<file path="src/rtl/wb_read_capture.sv">
// Passive Wishbone read monitor: captures one record (address, data, ack/timeout)
// per read strobe and presents it as a single-cycle valid pulse with drop accounting.
module wb_read_capture #(
   parameter logic [15:0] TIMEOUT = 16'd1000
) (
   input  logic       clk_i,
   input  logic       rst_i,
   input  logic       ack_i,
   input  logic [7:0] dat_i,
   input  logic [7:0] adr_o,
   input  logic       stb_o,
   input  logic       we_o,
   input  logic       fifo_full,
   output logic       valid,
   output logic       read_ack,
   output logic [7:0] read_adr,
   output logic [7:0] read_dat,
   output logic [7:0] drop_cnt
);

   localparam logic [1:0] S_IDLE = 2'd0;
   localparam logic [1:0] S_WAIT = 2'd1;
   localparam logic [1:0] S_HOLD = 2'd2;

   localparam logic [15:0] TO_LAST = TIMEOUT - 16'd1;

   logic [1:0]  state_q, state_d;
   logic [15:0] cnt_q, cnt_d;
   logic [7:0]  adr_q, adr_d;
   logic        valid_q, valid_d;
   logic        read_ack_q, read_ack_d;
   logic [7:0]  read_adr_q, read_adr_d;
   logic [7:0]  read_dat_q, read_dat_d;
   logic [7:0]  drop_cnt_q, drop_cnt_d;

   logic        emit;
   logic        emit_ack;
   logic [7:0]  emit_adr;
   logic [7:0]  emit_dat;

   function automatic logic [7:0] sat_inc8(input logic [7:0] v);
      return (v == 8'hFF) ? v : v + 8'd1;
   endfunction

   function automatic logic [15:0] sat_inc16(input logic [15:0] v);
      return (v == 16'hFFFF) ? v : v + 16'd1;
   endfunction

   // Transaction tracking: decides when a record is emitted and what it carries.
   always_comb begin
      state_d  = state_q;
      cnt_d    = cnt_q;
      adr_d    = adr_q;
      emit     = 1'b0;
      emit_ack = 1'b0;
      emit_adr = adr_q;
      emit_dat = 8'h00;
      case (state_q)
         S_IDLE: begin
            if (stb_o && !we_o) begin
               adr_d = adr_o;
               cnt_d = 16'd0;
               if (ack_i) begin
                  emit     = 1'b1;
                  emit_ack = 1'b1;
                  emit_adr = adr_o;
                  emit_dat = dat_i;
                  state_d  = S_HOLD;
               end else begin
                  state_d  = S_WAIT;
               end
            end
         end
         S_WAIT: begin
            // Ack beats both abort and timeout; a vanished strobe beats timeout.
            if (ack_i) begin
               emit     = 1'b1;
               emit_ack = 1'b1;
               emit_dat = dat_i;
               state_d  = S_HOLD;
            end else if (!stb_o) begin
               state_d  = S_IDLE;
            end else if (cnt_q == TO_LAST) begin
               emit     = 1'b1;
               state_d  = S_HOLD;
            end else begin
               cnt_d    = sat_inc16(cnt_q);
            end
         end
         S_HOLD: begin
            if (!stb_o) begin
               state_d = S_IDLE;
            end
         end
         default: begin
            state_d = S_IDLE;
         end
      endcase
   end

   // Record outputs: data fields follow every emission, valid only when the FIFO can take it.
   always_comb begin
      valid_d    = emit & ~fifo_full;
      read_ack_d = emit ? emit_ack : read_ack_q;
      read_adr_d = emit ? emit_adr : read_adr_q;
      read_dat_d = emit ? emit_dat : read_dat_q;
      drop_cnt_d = (emit && fifo_full) ? sat_inc8(drop_cnt_q) : drop_cnt_q;
   end

   always_ff @(posedge clk_i or posedge rst_i) begin
      if (rst_i) begin
         state_q    <= S_IDLE;
         cnt_q      <= 16'd0;
         adr_q      <= 8'h00;
         valid_q    <= 1'b0;
         read_ack_q <= 1'b0;
         read_adr_q <= 8'h00;
         read_dat_q <= 8'h00;
         drop_cnt_q <= 8'h00;
      end else begin
         state_q    <= state_d;
         cnt_q      <= cnt_d;
         adr_q      <= adr_d;
         valid_q    <= valid_d;
         read_ack_q <= read_ack_d;
         read_adr_q <= read_adr_d;
         read_dat_q <= read_dat_d;
         drop_cnt_q <= drop_cnt_d;
      end
   end

   assign valid    = valid_q;
   assign read_ack = read_ack_q;
   assign read_adr = read_adr_q;
   assign read_dat = read_dat_q;
   assign drop_cnt = drop_cnt_q;

endmodule
</file>
<file path="config.mk">
export PLATFORM = sky130hd
export DESIGN_NAME = wb_read_capture
export DESIGN_NICKNAME = d
export VERILOG_FILES = /design/src/rtl/wb_read_capture.sv
export SDC_FILE = /design/constraint.sdc
export NUM_CORES = 1
export LEC_CHECK = 0
export BUFFER_PORTS_ARGS = -buffer_cell sky130_fd_sc_hd__buf_2
export CAP_MARGIN = 20
export CORE_UTILIZATION = 50
export CTS_CLUSTER_DIAMETER = 120
export CTS_CLUSTER_SIZE = 8
export DETAILED_ROUTE_END_ITERATION = 7
export GPL_TIMING_DRIVEN = 0
export HOLD_SLACK_MARGIN = 0.15
export PLACE_DENSITY_LB_ADDON = 0.05
export SYNTH_ARGS = -nofsm -noshare
export SYNTH_HDL_FRONTEND = slang
export SYNTH_SLANG_ARGS = --single-unit
</file>
<file path="constraint.sdc">
create_clock -name clk_i -period 3.15 [get_ports clk_i]
set_clock_uncertainty 0.2 [all_clocks]
set_input_delay 0.315 -clock clk_i [delete_from_list [all_inputs] [get_ports clk_i]]
set_output_delay 0.315 -clock clk_i [all_outputs]
set_load 0.05 [all_outputs]
</file>
==> reports/summary.md, run 1 <==
## Routing
- 2243 — vias post-DR
- 4 — number of iterations in the first detailed-routing pass
- 0 — remaining antenna violation count after routing
- 0 — DRC errors left
- 5.40 — mean number of vias per cell
- 5.62 mm — total wire length after detailed routing
- 107 — violation count after the first detailed-route iteration
- 13.5 µm — final routed wire length divided by cell count

## Setup path
- cnt_q[11]$_DFFE_PP0P_ — terminus of the critical flop-to-flop path
- sky130_fd_sc_hd__buf_2 — most frequent CP cell
- 2 — number of buffers and inverters on the critical path
- sky130_fd_sc_hd__or4_1 — library cell contributing the largest single delay on the critical path
- register — launching element type of the critical path
- 0.51 ns — highest cell delay on the worst timing path
- 9 — Crit Path Max Fanout
- simple AND/OR/NAND/NOR gates — cell family with the largest share of critical-path delay
- register — critical path endpoint category
- 8 — critical path depth in cells
- cnt_q[0]$_DFFE_PP0P_ — Critical Path Source
- cnt_q[11]$_DFFE_PP0P_ — Worst Setup EP
- cnt_q[0]$_DFFE_PP0P_ — critical register-to-register path startpoint
- register to register — Crit Path Class
- 3.18 ns — endpoint required time on the critical path
- ha_1 -> nand3_1 -> or4_1 -> buf_2 -> or2_0 -> buf_2 -> nand4_1 -> mux2i_1 — chain of cells forming the critical path
- 8 — reg2reg path depth
- 2.53 ns — data arrival time of the critical path
- 0.65 ns — flop2flop setup slack

## Logic synthesis
- 25.2% — area share of and/or/nand/nor cells after synthesis
- simple AND/OR/NAND/NOR gates — main combinational cell family by area after synthesis
- 0.970% — adder-cell area share of the yosys netlist
- 52 — FF+latch count, synth
- 2.38% — xor/xnor cell area share of the yosys netlist
- 2580 µm² — area of the mapped netlist
- 50.4% — Seq/Total Area, Yosys
- 13.9% — complex-gate fraction of the synthesized area
- 296 — Syn Nets
- 0 — Yosys Warn Count
- 44 — Distinct cells, synth
- 3.93% — portion of netlist area occupied by mux cells
- 272 — instance count of the mapped netlist
- 9.49 µm² — mean cell area of the mapped netlist

## STA
- 400 MHz — Max Clk Rate
- 0 ns — Total Negative Setup Slacks
- no — unrepaired setup endpoints after global routing
- 0 — Max Slew Vio Count
- 79.3% — period utilization
- 0 — Hold Fails Final Rpt
- 0 — number of endpoints failing setup at the final stage
- 2.50 ns — minimum clock period after layout
- 58.1% — relative max-transition margin
- 0.230 ns — Final Hold Slack
- 0.626 ns — actual slew at the worst max-slew pin

## Place
- 0.842 — routability-driven placement congestion ratio
- 3.95 mm — Detailed Place HPWL
- 47 — count of input and output buffers

## Pwr
- 0.741 mW — switching pwr
- 1.58 nW — Lkg Pwr
- 1.18 mW — internal power
- 0.442 mV — Peak supply drop
- 31.9% — Gate power share
- 594 nW/µm² — ratio of total power to cell area
- 44.0% — power share of the sequential group
- 24.1% — clock share of power
- 38.6% — proportion of total power due to net switching

## Clock tree
- done — CTS tree
- 2 — Bufs on Longest Clock Path
- 0.09 ns — clock slew at the register clock pins of the worst setup and hold paths
- sky130_fd_sc_hd__clkbuf_8 — CTS Root Buffer Type
- 0.30 ns — clock insertion delay at the later pin of the skew report
- 52 — # clock sinks
- 2 — maximum level of the CTS H-tree
- 0 — number of post-CTS setup repair buffers
- 5 — clock buffers created by TritonCTS

## Global routing
- 9.21 mm — wire length of the first global-routing pass
- 0 — initial antenna violation count
- 33 — pin count of the biggest net entering global routing
- 21.9% — GR Util All Layers
- 0 — overflow left after global routing
- 2052 — via count of the first global-routing pass

## Cells and area
- 20.4% — share of final-layout standard cells stronger than drive strength 1
- 62 x sky130_fd_sc_hd__nand2_1, 53 x sky130_fd_sc_hd__buf_2, 52 x sky130_fd_sc_hd__dfrtp_1, 29 x sky130_fd_sc_hd__o21ai_0, 20 x sky130_fd_sc_hd__dlygate4sd3_1 — most used cells in the layout excluding fill and tap cells
- 371 — final-stage net count
- 399 — Filler Cells Inserted
- 0 — Antenna Diode Count
- 1200 µm² — area occupied by multi-input gates
- 25.2% — P&R area growth vs syn
- sky130_fd_sc_hd__nand2_1 — most frequent standard cell in the layout excluding fill and tap cells
- 1300 µm² — register cell area after layout

## Floorplanning
- 48 — number of top-level pins
- 4850 µm² — placeable core area
- 25 — Placement Rows
- 73.8 µm — die span in x
- 73.8 µm — height of the die
- 53.2% — initial core utilization
- 5450 µm² — die area

## Run status
- finished, final reports clean — run status

## Hold path
- we_o — min-delay src
- input port to register — min-delay worst type

## Run
- 0 — Max Cap Violations

stage by stage:
step / utilization (%) / setup WS, ns / instance area [µm²] / power, mW / cells
after floorplan: - / 0.910 / 2580 / 1.30 / 272
after detailed placement: 60.2 / 0.688 / 2920 / 1.46 / 387
after CTS: 66.6 / 0.633 / 3230 / 1.93 / 415
after global placement: 59.8 / 0.683 / 2900 / 1.44 / 386
after global routing: 66.6 / 0.482 / 3230 / 2.01 / 415
final: 66.6 / 0.652 / 3230 / 1.92 / 415
power by group through the flow:
| stage | clock, mW | combinational (mW) | sequential (mW) |
|---|---|---|---|
| final | 0.463 | 0.612 | 0.843 |
| after global routing | 0.494 | 0.659 | 0.856 |
| after CTS | 0.471 | 0.618 | 0.844 |
| after detailed placement | 0 | 0.599 | 0.857 |
| after global placement | 0 | 0.586 | 0.852 |
| after floorplan | 0 | 0.160 | 1.14 |
area by class of cell:
cell class              count  area share [%]
flip-flops and latches     52            40.3
multi-input cells         203            37.0
repair buffers             68            14.1
well taps                  67            2.59
clock buffers               6            2.25
plain buffers              14            2.21
clock inverters             2            1.20
inverters                   3           0.349
cells in the mapped netlist, drive strengths merged:
master	count	area [µm²]
nand2	62	233
dfrtp	52	1300
o21ai	30	150
a21oi	11	58.8
nand3	11	55.1
or4	10	75.1
mux2i	9	90.1
nor2	9	33.8
buf	8	48.8
clkbuf	6	22.5
nor4	5	52.6
or3	5	31.3
a31oi	4	25.0
nand4	4	40.0
nor2b	4	25.0
o2111ai	4	35.0
o31ai	4	30.0
xor2	4	35.0
and3	3	18.8
inv	3	11.3
nor3	3	15.0
xnor2	3	26.3
a21o	2	15.0
ha	2	25.0
nand2b	2	12.5
a211o	1	8.76
a41o	1	10.0
and2	1	6.26
and4	1	8.76
mux2	1	11.3
nand4b	1	8.76
nor3b	1	12.5
nor4b	1	15.0
o211a	1	10.0
o211ai	1	7.51
o41ai	1	8.76
or2	1	6.26
sequential cells by signal, summed over array words and instances, names as in the netlist:
| name | flops |
|---|---|
| read_adr | 8 |
| cnt_q | 16 |
| adr_q | 8 |
| read_dat | 8 |
| read_ack | 1 |
| state_q | 2 |
| drop_cnt | 8 |
| valid | 1 |
per-layer routing:
| layer | up-vias | track usage [%] | wire length, µm |
|---|---|---|---|
| li1 | 1128 | - | - |
| met1 | 1056 | 29.0 | 2700 |
| met2 | 50 | 36.7 | 2670 |
| met3 | 9 | 3.43 | 164 |
| met4 | 0 | 7.26 | 89 |
| met5 | - | 0 | 0 |
kinds of logic after synthesis:
logic type,Yosys count
fa+ha+maj,2
compound gates,60
flops,52
mux,10
simple gates,124
xor+xnor,7
buf+inv,17
worst reg2reg max path: cells and delay by family (launching register included):
family	cells	cell delay [ns]
muxes	1	0.20
DFF	1	0.40
adders and majority gates	1	0.26
buffers and inverters	2	0.34
and+or+nand+nor	4	1.02
how the worst min path moves through the flow:
stage | endpoint | slack, ns | depth (start not counted)
final | state_q[0]$_DFFE_PP0P_ | 0.23 | 3
after global routing | state_q[0]$_DFFE_PP0P_ | 0.25 | 3
after CTS | state_q[0]$_DFFE_PP0P_ | 0.20 | 3
after detailed placement | read_adr[7]$_DFFE_PP0N_ | 0.17 | 2
after global placement | adr_q[2]$_DFFE_PP0P_ | 0.26 | 2
after floorplan | valid$_DFF_PP0_ | 0.18 | 1
repair_timing:
item                      4_1_cts  5_1_grt
hold endpoints to repair       49        0
hold buffers                   20        0
resized for setup               0        0
No activity file was read; power rests on OpenSTA's default activity.
==> inputs of run 2 (changes only) <==
ABC_AREA = 1   (was unset)
clock period = 2.5 ns   (was 3.15 ns; I/O delays follow)
==> reports/summary.md, run 2 <==
## STA
- 0 — number of endpoints failing setup at the final stage, unchanged
- 457 MHz — Max Clk Rate, +14%
- 0 — Hold Fails Final Rpt, unchanged
- 87.5% — period utilization, +8.2 points
- 0.313 ns — final critical-path setup slack, -0.338 ns
- 0.528 ns — actual slew at the worst max-slew pin, -0.0977 ns
- 2.19 ns — minimum clock period after layout, -0.312 ns
- 64.7% — relative max-transition margin, +6.6 points
- 0 — Max Slew Vio Count, unchanged
- 0 ns — Total Negative Setup Slacks, unchanged
- no — unrepaired setup endpoints after global routing

## Pwr
- 1.80 nW — Lkg Pwr, +14%
- 0.500 mV — Peak supply drop, +13%
- 685 nW/µm² — ratio of total power to cell area, +15%
- 2.40 mW — overall power of the completed layout, +25%

## Clock tree
- 21 — number of buffers added to fix hold violations after cts, +5.0%
- sky130_fd_sc_hd__clkbuf_8 — CTS Root Buffer Type
- 52 — # clock sinks, unchanged
- 0 — number of post-CTS setup repair buffers, unchanged
- 0.10 ns — clock slew at the register clock pins of the worst setup and hold paths, about the same
- 2 — Bufs on Longest Clock Path, unchanged
- 0 — PostCTS Resize Cnt, unchanged
- 2 — maximum level of the CTS H-tree, unchanged
- 0.31 ns — clock insertion delay at the later pin of the skew report, about the same
- done — CTS tree
- 5 — clock buffers created by TritonCTS, unchanged

## Hold path
- input port to register — min-delay worst type

## Cells and area
- 63.7% — Final Core Density, -2.9 points
- cnt_q — register containing the most flip-flops in the final layout
- 17.8% — share of final-layout standard cells stronger than drive strength 1, -2.6 points
- 115 x sky130_fd_sc_hd__nand2_1, 52 x sky130_fd_sc_hd__dfrtp_1, 49 x sky130_fd_sc_hd__buf_2, 48 x sky130_fd_sc_hd__inv_1, 40 x sky130_fd_sc_hd__nor2_1 — most used cells in the layout excluding fill and tap cells
- sky130_fd_sc_hd__nand2_1 — most frequent standard cell in the layout excluding fill and tap cells
- 0 — Antenna Diode Count, unchanged
- 478 — final-stage net count, +29%
- 16 — max reg flops, unchanged
- 22.8% — P&R area growth vs syn

## Setup path
- state_q[0]$_DFFE_PP0P_ — critical register-to-register path startpoint
- register — launching element type of the critical path
- 5 — number of buffers and inverters on the critical path, +3
- state_q[0]$_DFFE_PP0P_ — Worst Setup EP
- 9 — reg2reg path depth, +1
- sky130_fd_sc_hd__inv_1 — most frequent CP cell
- state_q[0]$_DFFE_PP0P_ — terminus of the critical flop-to-flop path
- 0.31 ns — flop2flop setup slack, -0.34 ns
- inv_1 -> nor2_4 -> buf_6 -> inv_1 -> buf_2 -> nor2_1 -> nand4_1 -> o31ai_1 -> dlygate4sd3_1 — chain of cells forming the critical path
- 10 — Crit Path Max Fanout, +1
- 2.24 ns — data arrival time of the critical path, -0.29 ns
- register to register — Crit Path Class
- 2.55 ns — endpoint required time on the critical path, -0.63 ns
- 0.57 ns — highest cell delay on the worst timing path, +0.06 ns
- buffers and inverters — cell family with the largest share of critical-path delay
- 9 — critical path depth in cells, +1
- register — critical path endpoint category
- state_q[0]$_DFFE_PP0P_ — Critical Path Source
- sky130_fd_sc_hd__dlygate4sd3_1 — library cell contributing the largest single delay on the critical path

## Logic synthesis
- 3.68% — xor/xnor cell area share of the yosys netlist, +1.3 points
- 115 x sky130_fd_sc_hd__nand2_1, 52 x sky130_fd_sc_hd__dfrtp_1, 49 x sky130_fd_sc_hd__inv_1 — most numerous cell types in the synthesized netlist
- 402 — Syn Nets, +36%
- 0.876% — adder-cell area share of the yosys netlist, -0.094 points
- 0% — portion of netlist area occupied by mux cells, -3.9 points
- 0 — Yosys Warn Count, unchanged
- 0 — number of flops mapped to enable cells by yosys, unchanged
- 52 — FF+latch count, synth, unchanged
- sky130_fd_sc_hd__nand2_1 — most common cell in the synthesized netlist
- simple AND/OR/NAND/NOR gates — main combinational cell family by area after synthesis
- 32 — Distinct cells, synth, -27%
- sky130_fd_sc_hd__dfrtp_1 — library cell with the largest summed area after synthesis
- 100% — share of flip-flops with an asynchronous set or reset after synthesis, unchanged
- 7.45% — complex-gate fraction of the synthesized area, -6.5 points
- 45.6% — area share of the largest cell type after synthesis, -4.9 points
- 2860 µm² — area of the mapped netlist, +11%
- 45.6% — Seq/Total Area, Yosys, -4.9 points
- 33.0% — area share of and/or/nand/nor cells after synthesis, +7.9 points
- sky130_fd_sc_hd__dfrtp_1 — dominant register cell in the synthesized netlist
- sky130_fd_sc_hd__dfrtp_1 46%, sky130_fd_sc_hd__nand2_1 15%, sky130_fd_sc_hd__inv_1 6.4% — Synth area leaders
- 378 — instance count of the mapped netlist, +39%
- 7.55 µm² — mean cell area of the mapped netlist, -20%

## Routing
- 4.92 — mean number of vias per cell, -8.9%
- 0 — remaining antenna violation count after routing, unchanged
- 6.39 mm — total wire length after detailed routing, +14%
- 2594 — vias post-DR, +16%
- 12.1 µm — final routed wire length divided by cell count, -10%
- 4 — number of iterations in the first detailed-routing pass, unchanged
- 0 — DRC errors left, unchanged
- 140 — violation count after the first detailed-route iteration, +31%

## Global routing
- 0 — initial antenna violation count, unchanged
- 2502 — via count of the first global-routing pass, +22%
- 0 — overflow left after global routing, unchanged
- 38.1% — met2 Resource Use GR, +1.4 points
- 31.6% — met1 track demand over resource in global routing, +2.6 points
- 23.4% — GR Util All Layers, +1.4 points
- 4.24% — met3 routing resource usage after global routing, +0.81 points
- met2 — most heavily used metal layer in global routing
- 29 — pin count of the biggest net entering global routing, -12%
- 11.1 mm — wire length of the first global-routing pass, +21%

## Floorplanning
- 6020 µm² — die area, +10%
- 5510 µm² — placeable core area, +14%
- 27 — Placement Rows, +8.0%
- 77.6 µm — die span in x, +5.1%
- 48 — number of top-level pins, unchanged
- 51.9% — initial core utilization, -1.4 points
- 77.6 µm — height of the die, +5.1%

## Place
- 0.449 ns — DP Worst Slack, -0.239 ns
- 0.878 — routability-driven placement congestion ratio, +4.3%
- 4.48 mm — Detailed Place HPWL, +13%
- 47 — count of input and output buffers, unchanged

## Run status
- finished, final reports clean — run status

## Run
- 0 — Max Cap Violations, unchanged

==> run 2: cell types whose count changed in the layout (fill, tap and decap cells not counted), moves of 5 or more <==
cell                       delta
sky130_fd_sc_hd__a21oi_1      -8
sky130_fd_sc_hd__clkbuf_1     -6
sky130_fd_sc_hd__inv_1       +46
sky130_fd_sc_hd__mux2i_1      -9
sky130_fd_sc_hd__nand2_1     +53
sky130_fd_sc_hd__nand3_1     +25
sky130_fd_sc_hd__nand4_1      +5
sky130_fd_sc_hd__nor2_1      +31
sky130_fd_sc_hd__o21ai_0     -14
sky130_fd_sc_hd__o22ai_1      +8
sky130_fd_sc_hd__or2_2        +6
sky130_fd_sc_hd__or3_1        -5
sky130_fd_sc_hd__or4_1       -10
sky130_fd_sc_hd__xor2_1       +5
==> run 2: tightest hold or removal path: stages <==
cell	delay, ns
sky130_fd_sc_hd__buf_2	0.08
sky130_fd_sc_hd__inv_1	0.04
sky130_fd_sc_hd__nand2_1	0.16
sky130_fd_sc_hd__nor2_8	0.09
sky130_fd_sc_hd__nor2_1	0.08
sky130_fd_sc_hd__a21oi_1	0.05
==> run 2: report_power, final <==
part | switching, mW | total, mW | internal, mW
clock | 0.292 | 0.519 | 0.227
sequential | 0.0838 | 1.06 | 0.975
combinational | 0.602 | 0.824 | 0.221
total | 0.978 | 2.40 | 1.42
==> run 2: cells by family (layout without fill, tap and decap cells) <==
family | Yosys count | count (layout)
buf+inv | 60 | 137
xor+xnor | 12 | 12
compound gates | 35 | 35
flops | 52 | 52
simple gates | 217 | 217
fa+ha+maj | 2 | 2
==> run 2: cell type report <==
type                       count  area, µm²
buffer                        10       80.1
clock buffer                   6       82.6
clock inverter                 2       13.8
fill                         494       2000
inverter                      50        188
multi-input combinational    266       1290
sequential                    52       1300
tap                           72       90.1
timing repair buffer          69        465
==> run 2: worst min path at each step <==
stage / endpoint / depth (start not counted) / startpoint
floorplan: valid$_DFF_PP0_ / 1 / fifo_full
global placement: valid$_DFF_PP0_ / 2 / fifo_full
detailed placement: drop_cnt[2]$_DFFE_PP0P_ / 2 / rst_i
CTS: adr_q[0]$_DFFE_PP0P_ / 6 / we_o
global route: adr_q[4]$_DFFE_PP0P_ / 6 / we_o
finish: adr_q[0]$_DFFE_PP0P_ / 6 / we_o
==> run 2: metrics by stage <==
step                      cells  hold slack [ns]  area [µm²]
after floorplan             378            0.116        2860
after global placement      497            0.232        3180
after detailed placement    498            0.132        3200
after CTS                   527            0.260        3510
after global routing        527            0.294        3510
final                       527            0.263        3510
==> run 2: metal layers <==
metal | vias up | wire length, µm
met5 | - | 0
met4 | 0 | 76
met3 | 7 | 237
met2 | 58 | 3010
met1 | 1183 | 3070
li1 | 1346 | -
==> inputs of run 3 (changes only) <==
RECOVER_POWER = 25   (was unset)
==> reports/summary.md, run 3 (synthesis gave the netlist of run 2 again) <==
## Run status
- finished, final reports clean — run status

## Place
- 4.48 mm — Detailed Place HPWL, unchanged
- 47 — count of input and output buffers, unchanged
- 498 — number of placed instances with taps included, unchanged
- 3200 µm² — placed cell areas, unchanged
- 0.449 ns — DP Worst Slack, unchanged
- 0.878 — routability-driven placement congestion ratio, unchanged

## Setup path
- register — launching element type of the critical path
- register — critical path endpoint category
- 10 — Crit Path Max Fanout, unchanged
- 2.24 ns — data arrival time of the critical path, about the same
- sky130_fd_sc_hd__dlygate4sd3_1 — library cell contributing the largest single delay on the critical path
- inv_1 -> nor2_4 -> buf_6 -> inv_1 -> buf_2 -> nor2_1 -> nand4_1 -> o31ai_1 -> dlygate4sd3_1 — chain of cells forming the critical path
- state_q[0]$_DFFE_PP0P_ — Critical Path Source
- register to register — Crit Path Class
- sky130_fd_sc_hd__inv_1 — most frequent CP cell
- 5 — number of buffers and inverters on the critical path, unchanged
- 0.57 ns — highest cell delay on the worst timing path, about the same
- buffers and inverters — cell family with the largest share of critical-path delay
- state_q[0]$_DFFE_PP0P_ — critical register-to-register path startpoint
- 2.55 ns — endpoint required time on the critical path, about the same

## Global routing
- 11.1 mm — wire length of the first global-routing pass, unchanged
- 2502 — via count of the first global-routing pass, unchanged
- 4.24% — met3 routing resource usage after global routing, unchanged
- 0 — overflow left after global routing, unchanged
- met2 — most heavily used metal layer in global routing
- 29 — pin count of the biggest net entering global routing, unchanged
- 0 — initial antenna violation count, unchanged
- 23.4% — GR Util All Layers, unchanged
- 38.1% — met2 Resource Use GR, unchanged
- 31.6% — met1 track demand over resource in global routing, unchanged

## Routing
- 0 — DRC errors left, unchanged
- 4.96 — mean number of vias per cell, +0.81%
- 2615 — vias post-DR, +0.81%
- 0 — remaining antenna violation count after routing, unchanged
- 128 — violation count after the first detailed-route iteration, -8.6%
- 4 — number of iterations in the first detailed-routing pass, unchanged
- 12.1 µm — final routed wire length divided by cell count, -0.50%
- 6.36 mm — total wire length after detailed routing, -0.50%

## STA
- 456 MHz — Max Clk Rate, -0.20%
- 0 — number of endpoints failing setup at the final stage, unchanged
- 0 — Max Slew Vio Count, unchanged
- 0.886 ns — actual slew at the worst max-slew pin, +0.358 ns
- 40.9% — relative max-transition margin, -24 points
- no — unrepaired setup endpoints after global routing
- 87.6% — period utilization, +0.18 points
- 2.19 ns — minimum clock period after layout, +0.00448 ns
- 0.309 ns — final critical-path setup slack, -0.00448 ns
- 0 ns — Total Negative Setup Slacks, unchanged
- 0 — Hold Fails Final Rpt, unchanged
- 0.266 ns — Final Hold Slack, +0.00327 ns

## Floorplanning
- 27 — Placement Rows, unchanged
- 51.9% — initial core utilization, unchanged
- 6020 µm² — die area, unchanged
- 48 — number of top-level pins, unchanged
- 77.6 µm — height of the die, unchanged
- 5510 µm² — placeable core area, unchanged
- 77.6 µm — die span in x, unchanged

## Clock tree
- 2 — Bufs on Longest Clock Path, unchanged
- sky130_fd_sc_hd__clkbuf_8 — CTS Root Buffer Type
- done — CTS tree
- 52 — # clock sinks, unchanged
- 5 — clock buffers created by TritonCTS, unchanged
- 0.31 ns — clock insertion delay at the later pin of the skew report, about the same
- 0 — PostCTS Resize Cnt, unchanged
- 2 — maximum level of the CTS H-tree, unchanged
- 0.10 ns — clock slew at the register clock pins of the worst setup and hold paths, about the same

## Cells and area
- 115 x sky130_fd_sc_hd__nand2_1, 52 x sky130_fd_sc_hd__dfrtp_1, 49 x sky130_fd_sc_hd__inv_1, 48 x sky130_fd_sc_hd__buf_2, 40 x sky130_fd_sc_hd__nor2_1 — most used cells in the layout excluding fill and tap cells
- cnt_q — register containing the most flip-flops in the final layout
- 0 — Antenna Diode Count, unchanged
- 3490 µm² — design area, -0.46%
- 497 — Filler Cells Inserted, +0.61%
- 16 — max reg flops, unchanged
- 17.4% — share of final-layout standard cells stronger than drive strength 1, -0.44 points
- sky130_fd_sc_hd__nand2_1 — most frequent standard cell in the layout excluding fill and tap cells
- 478 — final-stage net count, unchanged
- 527 — Post-Layout Cell Count, unchanged
- 22.3% — P&R area growth vs syn

## Pwr
- 0.500 mV — Peak supply drop, about the same
- 685 nW/µm² — ratio of total power to cell area, about the same
- 1.79 nW — Lkg Pwr, -0.47%

## Hold path
- we_o — min-delay src
- input port to register — min-delay worst type

## Run
- 0 — Max Cap Violations, unchanged

==> run 3: changes by cell type in the layout (fill, tap and decap cells not counted) <==
cell	previous run	this run
sky130_fd_sc_hd__inv_1	48	49
sky130_fd_sc_hd__clkbuf_1	1	2
sky130_fd_sc_hd__buf_2	49	48
sky130_fd_sc_hd__inv_2	2	1
sky130_fd_sc_hd__buf_12	1	0
sky130_fd_sc_hd__clkbuf_2	0	1
==> run 3: layout make-up <==
type	count	area, µm²	area share, %
inverters	50	188	5.38
clock inverters	2	13.8	0.394
flip-flops and latches	52	1300	37.3
multi-input cells	266	1290	36.8
clock buffers	6	82.6	2.37
plain buffers	10	80.1	2.29
well taps	72	90.1	2.58
repair buffers	69	449	12.9
==> run 3: path summary, 6_finish.rpt <==
| path | end | slack [ns] | cells after the start |
|---|---|---|---|
| min in group asynchronous | read_adr[6]$_DFFE_PP0N_ | 0.47 | 3 |
| max | state_q[0]$_DFFE_PP0P_ | 0.31 | 9 |
| max reg2reg | state_q[0]$_DFFE_PP0P_ | 0.31 | 9 |
| min reg2reg | read_adr[0]$_DFFE_PP0N_ | 0.28 | 2 |
| max in group asynchronous | read_dat[5]$_DFFE_PP0N_ | 0.45 | 4 |
| min | adr_q[0]$_DFFE_PP0P_ | 0.27 | 6 |
==> run 3: power by group <==
group          internal (mW)  switching (mW)  leakage, nW
Sequential             0.975          0.0838        0.674
Clock                  0.227           0.286       0.0516
Combinational          0.218           0.602         1.07
Total                   1.42           0.971         1.79
==> run 3: through the flow <==
step / utilization, % / total power [mW]
after detailed placement: 58.1 / 1.88
after floorplan: - / 1.68
final: 63.4 / 2.39
after global placement: 57.8 / 1.86
after CTS: 63.7 / 2.42
after global routing: 63.4 / 2.52
==> run 3: what timing repair did <==
item	4_1_cts	5_1_grt
hold endpoints to repair	52	0
setup buffers	0	0
hold buffers	21	0
==> run 3: per-layer routing <==
metal | vias up | routed length [µm]
li1 | 1343 | -
met1 | 1204 | 3060
met2 | 63 | 3000
met3 | 5 | 257
met4 | 0 | 49
met5 | - | 0
==> run 3: worst min-delay path, stage by stage <==
cell	delay [ns]
sky130_fd_sc_hd__buf_2	0.08
sky130_fd_sc_hd__inv_1	0.04
sky130_fd_sc_hd__nand2_1	0.16
sky130_fd_sc_hd__nor2_8	0.09
sky130_fd_sc_hd__nor2_1	0.08
sky130_fd_sc_hd__a21oi_1	0.05
